<file path="config.mk">
export PLATFORM = sky130hd
export DESIGN_NAME = ring_phase_decoder
export DESIGN_NICKNAME = d
export VERILOG_FILES = /design/src/rtl/ring_pkg.sv /design/src/rtl/onehot_encoder.sv /design/src/rtl/ring_phase_decoder.sv
export SDC_FILE = /design/constraint.sdc
export NUM_CORES = 1
export LEC_CHECK = 0
export CAP_MARGIN = 20
export CORE_ASPECT_RATIO = 1.75
export CORE_MARGIN = 2
export CORE_UTILIZATION = 56
export CTS_CLUSTER_DIAMETER = 50
export DETAILED_ROUTE_END_ITERATION = 8
export PLACE_DENSITY = 0.8
export SKIP_CTS_REPAIR_TIMING = 1
export SYNTH_ARGS = -nofsm -noshare
export SYNTH_HDL_FRONTEND = slang
export SYNTH_SLANG_ARGS = --single-unit
</file>
<file path="constraint.sdc">
create_clock -name clk -period 5.7 [get_ports clk]
set_input_delay 1.14 -clock clk [delete_from_list [all_inputs] [get_ports clk]]
set_output_delay 1.14 -clock clk [all_outputs]
set_load 0.005 [all_outputs]
</file>
<file path="src/rtl/ring_pkg.sv">
`default_nettype none
// ============================================================================
// Module      : ring_pkg
// Description : Shared types and helpers for ring-counter phase consumers.
//               Holds the decoder FSM state encoding, the error-counter width
//               and a one-hot to binary conversion helper.
// Contents    : state_t        - decoder FSM states
//               c_ERR_W        - width of the saturating error counter
//               c_MAX_W        - widest ring the helper function accepts
//               onehot_res_t   - {legal, idx} result of onehot_to_idx
//               onehot_to_idx  - index of the set bit plus a one-hot flag
// Revision    : 1.0 - initial release
// ============================================================================
package ring_pkg;

  typedef enum logic [1:0] {
    SEARCH  = 2'd0,
    ACQUIRE = 2'd1,
    LOCKED  = 2'd2
  } state_t;

  localparam int c_ERR_W = 8;
  localparam int c_MAX_W = 16;

  typedef struct packed {
    logic       legal;
    logic [3:0] idx;
  } onehot_res_t;

  // Narrower codes are zero-extended by the caller. The index reported is
  // the highest set bit; it is only meaningful when legal is set.
  function automatic onehot_res_t onehot_to_idx(input logic [c_MAX_W-1:0] code);
    onehot_res_t r;
    logic [4:0]  n_set;
    r.idx = 4'd0;
    n_set = 5'd0;
    for (int i = 0; i < c_MAX_W; i++) begin
      if (code[i]) begin
        r.idx = 4'(i);
        n_set = n_set + 5'd1;
      end
    end
    r.legal = (n_set == 5'd1);
    return r;
  endfunction

endpackage
`default_nettype wire

</file>
<file path="src/rtl/onehot_encoder.sv">
`default_nettype none
// ============================================================================
// Module      : onehot_encoder
// Description : Combinational one-hot to binary encoder with legality flag.
//               Usable by any ring/Johnson counter consumer up to 16 stages.
// Ports       : phase     in  WIDTH          one-hot code to encode
//               idx       out $clog2(WIDTH)  index of the set bit
//               is_onehot out 1              exactly one bit of phase is set
// Revision    : 1.0 - initial release
// ============================================================================
module onehot_encoder
  import ring_pkg::*;
#(
  parameter int WIDTH = 4
) (
  input  logic [WIDTH-1:0]         phase,
  output logic [$clog2(WIDTH)-1:0] idx,
  output logic                     is_onehot
);

  localparam int IDX_W = $clog2(WIDTH);

  onehot_res_t w_res;

  always_comb begin
    w_res = onehot_to_idx(c_MAX_W'(phase));
  end

  assign idx = w_res.idx[IDX_W-1:0];
  // The index must also fit the ring; with zero-extended input this always
  // holds, but it keeps the flag honest if the helper is ever widened.
  assign is_onehot = w_res.legal && ((w_res.idx >> IDX_W) == 4'd0);

endmodule
`default_nettype wire

</file>
<file path="src/rtl/ring_phase_decoder.sv">
`default_nettype none
// ============================================================================
// Module      : ring_phase_decoder
// Description : Receiving end of a one-hot ring counter. Encodes each strobed
//               sample to a binary index, checks it is one-hot and the expected
//               successor, and runs a SEARCH/ACQUIRE/LOCKED tracking FSM.
// Ports       : clk         in  1             rising-edge clock
//               rst         in  1             asynchronous reset, active low
//               en          in  1             sample strobe
//               phase_in    in  WIDTH         one-hot phase bus
//               phase_idx   out $clog2(WIDTH) index of last legal sample
//               valid       out 1             pulse: phase_idx updated
//               locked      out 1             FSM is in LOCKED
//               err_illegal out 1             pulse: sample not one-hot
//               err_seq     out 1             pulse: legal but wrong successor
//               err_count   out 8             saturating error event count
// Revision    : 1.0 - initial release
// ============================================================================
module ring_phase_decoder
  import ring_pkg::*;
#(
  parameter int WIDTH      = 4,
  parameter int LOCK_COUNT = 4,
  parameter int DIR        = 0
) (
  input  logic                     clk,
  input  logic                     rst,
  input  logic                     en,
  input  logic [WIDTH-1:0]         phase_in,
  output logic [$clog2(WIDTH)-1:0] phase_idx,
  output logic                     valid,
  output logic                     locked,
  output logic                     err_illegal,
  output logic                     err_seq,
  output logic [c_ERR_W-1:0]       err_count
);

  localparam int                 IDX_W     = $clog2(WIDTH);
  localparam logic [IDX_W-1:0]   c_LAST    = IDX_W'(WIDTH - 1);
  localparam logic [3:0]         c_LOCK    = 4'(LOCK_COUNT);
  localparam logic [c_ERR_W-1:0] c_ERR_MAX = {c_ERR_W{1'b1}};

  state_t           r_state;
  logic [3:0]       r_step;

  logic [IDX_W-1:0] w_idx;
  logic             w_onehot;
  logic [IDX_W-1:0] w_succ;
  logic             w_match;
  logic [3:0]       w_step_inc;
  logic             w_err_evt;

  onehot_encoder #(
    .WIDTH(WIDTH)
  ) u_enc (
    .phase    (phase_in),
    .idx      (w_idx),
    .is_onehot(w_onehot)
  );

  // Expected successor of the last legal index, wrapping around the ring.
  always_comb begin
    w_succ = '0;
    if (DIR != 0) begin
      w_succ = (phase_idx == c_LAST) ? '0 : phase_idx + 1'b1;
    end else begin
      w_succ = (phase_idx == '0) ? c_LAST : phase_idx - 1'b1;
    end
  end

  assign w_match    = (w_idx == w_succ);
  assign w_step_inc = r_step + 4'd1;
  // Illegal codes always count; a sequence error needs a reference index,
  // which only exists outside SEARCH.
  assign w_err_evt  = en && (!w_onehot || ((r_state != SEARCH) && !w_match));

  always_ff @(posedge clk or negedge rst) begin
    if (!rst) begin
      r_state     <= SEARCH;
      r_step      <= 4'd0;
      phase_idx   <= '0;
      valid       <= 1'b0;
      locked      <= 1'b0;
      err_illegal <= 1'b0;
      err_seq     <= 1'b0;
      err_count   <= '0;
    end else begin
      valid       <= 1'b0;
      err_illegal <= 1'b0;
      err_seq     <= 1'b0;

      if (w_err_evt && (err_count != c_ERR_MAX)) begin
        err_count <= err_count + 1'b1;
      end

      if (en) begin
        if (!w_onehot) begin
          // Illegal code: drop back to SEARCH, phase_idx keeps last legal value.
          err_illegal <= 1'b1;
          r_state     <= SEARCH;
          r_step      <= 4'd0;
          locked      <= 1'b0;
        end else begin
          valid     <= 1'b1;
          phase_idx <= w_idx;
          case (r_state)
            SEARCH: begin
              r_step <= 4'd1;
              if (LOCK_COUNT == 1) begin
                r_state <= LOCKED;
                locked  <= 1'b1;
              end else begin
                r_state <= ACQUIRE;
              end
            end
            ACQUIRE: begin
              if (w_match) begin
                r_step <= w_step_inc;
                if (w_step_inc == c_LOCK) begin
                  r_state <= LOCKED;
                  locked  <= 1'b1;
                end
              end else begin
                err_seq <= 1'b1;
                r_step  <= 4'd1;
              end
            end
            LOCKED: begin
              if (!w_match) begin
                err_seq <= 1'b1;
                r_step  <= 4'd1;
                r_state <= ACQUIRE;
                locked  <= 1'b0;
              end
            end
            default: begin
              r_state <= SEARCH;
              r_step  <= 4'd0;
              locked  <= 1'b0;
            end
          endcase
        end
      end
    end
  end

endmodule
`default_nettype wire

</file>
# [After elaboration in Yosys (flattened, before gate mapping)]
# Cells that the tools add are included.
[totals] rom_bits=0 latchBits=0 inputBits=7 mem_bits_rw=0 out_inout_bits=14 word_cells=70 mem_count=0 register_bits=20
[classes] n_reduce_logical=16 n_bitwise=0 mul=0 add_sub_neg=6 order_cmp=0 shift=0 n_div=0 eq_ne=10 mux=30
[ops] op="two-way mux 5 bit" count=3
[ops] op="two-way mux 1 bit" count=14
[ops] op="two-way mux 2 bit" count=7
[ops] op="two-way mux 4 bit" count=3
[ops] op="one-hot mux 4 bit (3 select lines)" count=1
[ops] op="adder 5 x 1 -> 5 bit (second input constant)" count=2
[ops] op="!= test 3 bit (second input constant)" count=3
[ops] op="adder 8 x 1 -> 8 bit (second input constant)" count=1
[ops] op="!= test 8 bit (second input constant)" count=1
[ops] op="one-hot mux 2 bit (3 select lines)" count=1
[ops] op="equality test 5 x 1 -> 1 bit (second input constant)" count=1
[ops] op="AND reduction 5 bit" count=1
[ops] op="adder 4 x 1 -> 4 bit (second input constant)" count=1
[ops] op="equality test 4 x 3 -> 1 bit (second input constant)" count=1
[ops] op="logical AND 1 bit" count=4
[ops] op="logical NOT 2 bit" count=2
[ops] op="logical NOT 4 bit (first input constant)" count=1
[ops] op="AND reduction 2 bit" count=2
[ops] op="AND reduction 4 bit" count=1
[ops] op="one-hot mux 1 bit (3 select lines)" count=1
[ops] op="adder 1 x 1 -> 2 bit (second input constant)" count=1
[ops] op="equality test 2 x 1 -> 1 bit (second input constant)" count=1
[ops] op="equality test 2 bit" count=1
[ops] op="equality test 2 bit (second input constant)" count=1
[ops] op="6 further kinds" count=7

# [Depth between registers and ports, before layout]
[depth] ltp_word=13 ltp_mapped=11

# [By module]
# From an unflattened synthesis, not the netlist that was laid out.
[hier_totals] hier_cells=126 hier_area_um2=1248.7
[modules_own_cells] module="ring_phase_decoder" cells_each=111 instances=1 area_each_um2=1131.1 seq_area_each_um2=500.5
[modules_own_cells] module="onehot_encoder" cells_each=15 instances=1 area_each_um2=117.6 seq_area_each_um2=0.0

# [Least setup slack after synthesis]
# OpenSTA, ideal clock, no wires.
[synth_timing] path_kind="input port to flip-flop" startpoint="in phase_in[0]" endpoint="reg err_count[1]" cell_stages=9 t_required_ps=5575 arrival_ps=3342 path_slack_ps=2233 path_cell_list="inv_1 > ha_1 > xor2_1 > ha_1 > and4b_4 > nor4_4 > or2_4 > o221a_4 > mux2_4"
[synth_via] elab_chain_cells=13
[synth_rtl] item="start, declared" line_no="ring_phase_decoder.sv:29" source="input logic [WIDTH-1:0] phase_in,"
[synth_rtl] item="two-way mux 1 bit (*)" line_no="ring_pkg.sv:38" source="if (code[i]) begin"
[synth_rtl] item="adder 1 x 1 -> 2 bit" line_no="ring_pkg.sv:40" source="n_set = n_set + 5'd1;"
[synth_rtl] item="two-way mux 5 bit (*)" line_no="ring_pkg.sv:38"
[synth_rtl] item="adder 5 x 1 -> 5 bit" line_no="ring_pkg.sv:40"
[synth_rtl] item="two-way mux 5 bit (*)" line_no="ring_pkg.sv:38"
[synth_rtl] item="adder 5 x 1 -> 5 bit" line_no="ring_pkg.sv:40"
[synth_rtl] item="two-way mux 5 bit (*)" line_no="ring_pkg.sv:38"
[synth_rtl] item="equality test 5 x 1 -> 1 bit (*)" line_no="ring_pkg.sv:43" source="r.legal = (n_set == 5'd1);"
[synth_rtl] item="logical AND 1 bit (*)" line_no="onehot_encoder.sv:32" source="assign is_onehot = w_res.legal && ((w_res.idx >> IDX_W) == 4'd0);"
[synth_rtl] item="logical NOT 1 bit (*)"
[synth_rtl] item="logical OR 1 bit (*)" line_no="ring_phase_decoder.sv:75" source="assign w_err_evt = en && (!w_onehot || ((r_state != SEARCH) && !w_match));"
[synth_rtl] item="logical AND 1 bit (*)" line_no="ring_phase_decoder.sv:75"
[synth_rtl] item="logical AND 1 bit (*)" line_no="ring_phase_decoder.sv:92" source="if (w_err_evt && (err_count != c_ERR_MAX)) begin"
[synth_rtl] item="end signal, assigned" line_no="ring_phase_decoder.sv:93" source="err_count <= err_count + 1'b1;"
[synth_rtl] item="end, declared" line_no="ring_phase_decoder.sv:35" source="output logic [c_ERR_W-1:0] err_count"
# Every way passes the cells marked *; elsewhere a longest branch is shown, timed or not.
# A chain may end at the register's enable or synchronous reset.

# [Worst setup path in the final report]
[layout_timing] startpoint="in phase_in[1]" endpoint="reg r_step[3]"
[layout_via] elab_chain_cells=9
[layout_rtl] item="two-way mux 5 bit" line_no="ring_pkg.sv:38"
[layout_rtl] item="adder 5 x 1 -> 5 bit" line_no="ring_pkg.sv:40"
[layout_rtl] item="two-way mux 5 bit" line_no="ring_pkg.sv:38"
[layout_rtl] item="adder 5 x 1 -> 5 bit" line_no="ring_pkg.sv:40"
[layout_rtl] item="two-way mux 5 bit" line_no="ring_pkg.sv:38"
[layout_rtl] item="equality test 5 x 1 -> 1 bit" line_no="ring_pkg.sv:43"
[layout_rtl] item="logical AND 1 bit" line_no="onehot_encoder.sv:32"
[layout_rtl] item="!= test 3 bit (no source line)"
[layout_rtl] item="AND reduction 2 bit (no source line)"
[layout_rtl] item="end signal, assigned" line_no="ring_phase_decoder.sv:118" source="r_step <= w_step_inc;"
[layout_rtl] item="end, declared" line_no="ring_phase_decoder.sv:44" source="logic [3:0] r_step;"
# Several ways; a longest one is shown, not always the timed one.

==> flow_summary_export.csv <==
group,metric,value,unit
run_status,outcome,"finished, final reports clean",
synthesis,synth_area,1390,µm²
power,p_total,0.000582,W
worst_setup_path,rrSetupSlack,3.08,ns
power,irDropWorstVdd,0.258,mV
die,rows,24,
global_route,grtUsageMet3,0.0336,
timing,fin_crit_sh,0.719,
global_route,grt_pass1_wl,4.36,mm
clock_network,root_buffer,"clkbuf_8",
drt,drt-wirelength-per-cell,14.7,µm
drt,vias,1011,
worst_setup_path,required,5.85,ns
die,die_w,41.7,µm
placed_design,place_hpwl,2.07,mm
cells_and_area,layout-drive-gt1-share,0.149,
timing,final.setup.tns,0,ns
synthesis,yosysMostFrequentCell,"dfrtp_1",
clock_network,insertion_delay,0.26,ns
synthesis,postSynth.asyncResetShare,1.00,
placed_design,port_buffers,20,
worst_setup_path,worstReg2RegEnd,"r_step[3]",
placed_design,gp_congestion,0.753,
global_route,grt_pass1_vias,1005,
worst_setup_path,crit_chain,"clkdlybuf4s50_1 -> inv_1 -> ha_1 -> xor2_1 -> ha_1 -> nor4b_4 -> nor4_4 -> or2_4 -> o31ai_4 -> nor4b_1 -> a211o_1",
timing,tightest_slew,0.896,ns
worst_setup_path,r2r_cells,8,
synthesis,synth-edff-count,0,
clock_network,clkSinkCount,20,
drt,routed_wl,2.55,mm
synthesis,synth_fp_nets,145,
power,powerDensity,349,nW/µm²
cells_and_area,antenna_cells,0,
hold_path,min_to,"err_count[6]",
global_route,grt_usage,0.193,
worst_setup_path,start_kind,"primary input",
drt,drc,0,
drt,firstDrtPassIters,4,
global_route,grt_max_degree,21,
synthesis,synth_top_area_share,0.359,
global_route,grt_use_met2,0.340,
synthesis,synthTopCellsByCount,"dfrtp_1, nand2_1, ha_1",
cells_and_area,final_cells,174,
clock_network,clk_pin_slew_worst_paths,0.08,ns
global_route,antenna_found_initial,0,
timing,maxSlewHeadroom,0.401,
synthesis,syn_inst,127,
timing,fmaxAchievable,0.244,GHz
worst_setup_path,path_class,"in -> reg",
worst_setup_path,r2r-start,"phase_idx[0]",
synthesis,seq_area_frac_synth,0.359,
worst_setup_path,crit_slowest_cell,"clkdlybuf4s50_1",
cells_and_area,nets,167,
synthesis,ys_types,50,
worst_setup_path,max_stage_delay,0.51,ns
clock_network,clockBufferDepth,2,
timing,clock_skew,0.00247,ns
worst_setup_path,cp_num_buf_inv,2,
die,initial_core_util,0.573,
die,core_area,2430,µm²
global_route,grt-ovfl-total,0,
timing,min_period,4.10,ns
die,io_pins,21,
timing,rsz0062_at_grt,"false",
clock_network,cts_tree,"done",
placed_design,place_inst,170,
hold_path,min_path_type,"reg -> reg",
timing,timing.final.hold_violations,0,
global_route,busiest_layer,"met2",
drt,viasPerCell,5.81,
worst_setup_path,path_common_cell,"ha_1",
hold_path,hold_start,"err_count[6]",
hold_path,hold_path_depth,1,
clock_network,cts_made_buffers,3,
worst_setup_path,crit_family,"simple AND/OR/NAND/NOR gates",
timing,final-max-slew-violation-count,0,
timing,setup_viol,0,
clock_network,cts_htree_levels,1,
worst_setup_path,cp.arrival,4.25,ns
synthesis,yosysWarningCount,0,
synthesis,synth.area.top_cells,"dfrtp_1, ha_1, nor4b_4",
worst_setup_path,cp-end-kind,"flop",
die,fp.dieArea,2920,µm²
power,p_leak,0.739,nW
synthesis,syn_area_per_cell,11.0,µm²
worst_setup_path,cp_max_fo,12,
drt,ant_nets,0,
drt,drt_iter0_markers,19,
synthesis,synth-seq-cells,20,
timing,hold_ws,0.495,ns
die,die_y,70,µm
cells_and_area,area_growth,19.7,%
run,cap_viol_max_count,0,
global_route,grt.met1_usage,0.219,
synthesis,synth_flop_cell,"dfrtp_1",
cells_and_area,utilization,0.686,
synthesis,yosys.area.top_type,"dfrtp_1",
-- power breakdown --
part	leakage, nW	switching, W	internal, W
clock	0.0357	0.0000493	0.0000938
combinational	0.444	0.000102	0.000128
sequential	0.259	0.0000354	0.000174
total	0.739	0.000187	0.000396
-- cell usage in the layout, fill, tap and decap left out, drive strengths merged, types with 2 or more instances in the layout --
master	n
ha	11
nor2	7
nand4	2
or2	2
dfrtp	20
nor4b	3
nor3	7
nand3	5
inv	10
xnor2	4
xor2	5
nand2	12
clkdlybuf4s50	20
o211ai	2
o31ai	3
a211o	2
o21ai	4
nor4bb	2
clkbuf	3
and3	2
-- area by class of cell --
class                           count  area, µm²
Inverter                           10       37.5
Timing Repair Buffer               20        200
Clock buffer                        3       41.3
Multi-Input combinational cell     94        826
Fill cell                         187        764
Tap cell                           26       32.5
Clock inverter                      1       30.0
Sequential cell                    20        500
-- worst max-delay path by stage --
stage | from | end | slack, ns | depth (start not counted)
floorplan | phase_in[0] | err_count[1] | 2.23 | 9
global placement | phase_in[1] | r_step[3] | 1.45 | 11
detailed placement | phase_in[1] | r_step[3] | 1.31 | 11
CTS | phase_in[1] | r_step[3] | 1.58 | 11
global route | phase_in[1] | r_step[3] | 1.47 | 11
finish | phase_in[1] | r_step[3] | 1.60 | 11
-- state kept, by name, summed over array words and instances, names as in the netlist --
name and flops:
r_step 4, locked 1, err_seq 1, valid 1, r_state 2, err_count 8
err_illegal 1, phase_idx 2
-- logic make-up (layout without fill, tap and decap cells) --
family / after synthesis / count (layout) / synth area share
buf+inv: 13 / 34 / 0.0485
flops: 20 / 20 / 0.359
simple gates: 51 / 51 / 0.266
compound gates: 21 / 21 / 0.154
fa+ha+maj: 11 / 11 / 0.0987
mux: 2 / 2 / 0.0180
xor+xnor: 9 / 9 / 0.0565
-- stage by stage --
| stage | cell area [µm²] | worst slack (ns) |
|---|---|---|
| floorplan | 1390 | 2.23 |
| global placement | 1600 | 1.45 |
| detailed placement | 1600 | 1.31 |
| CTS | 1670 | 1.58 |
| global route | 1670 | 1.47 |
| finish | 1670 | 1.60 |
-- per-layer routing --
metal / wire [µm] / up-vias / part of all wire
li1: - / 495 / -
met1: 1060 / 483 / 0.42
met2: 1370 / 29 / 0.54
met3: 89 / 4 / 0.035
met4: 35 / 0 / 0.014
met5: 0 / - / 0
No activity file was read; power rests on OpenSTA's default activity.
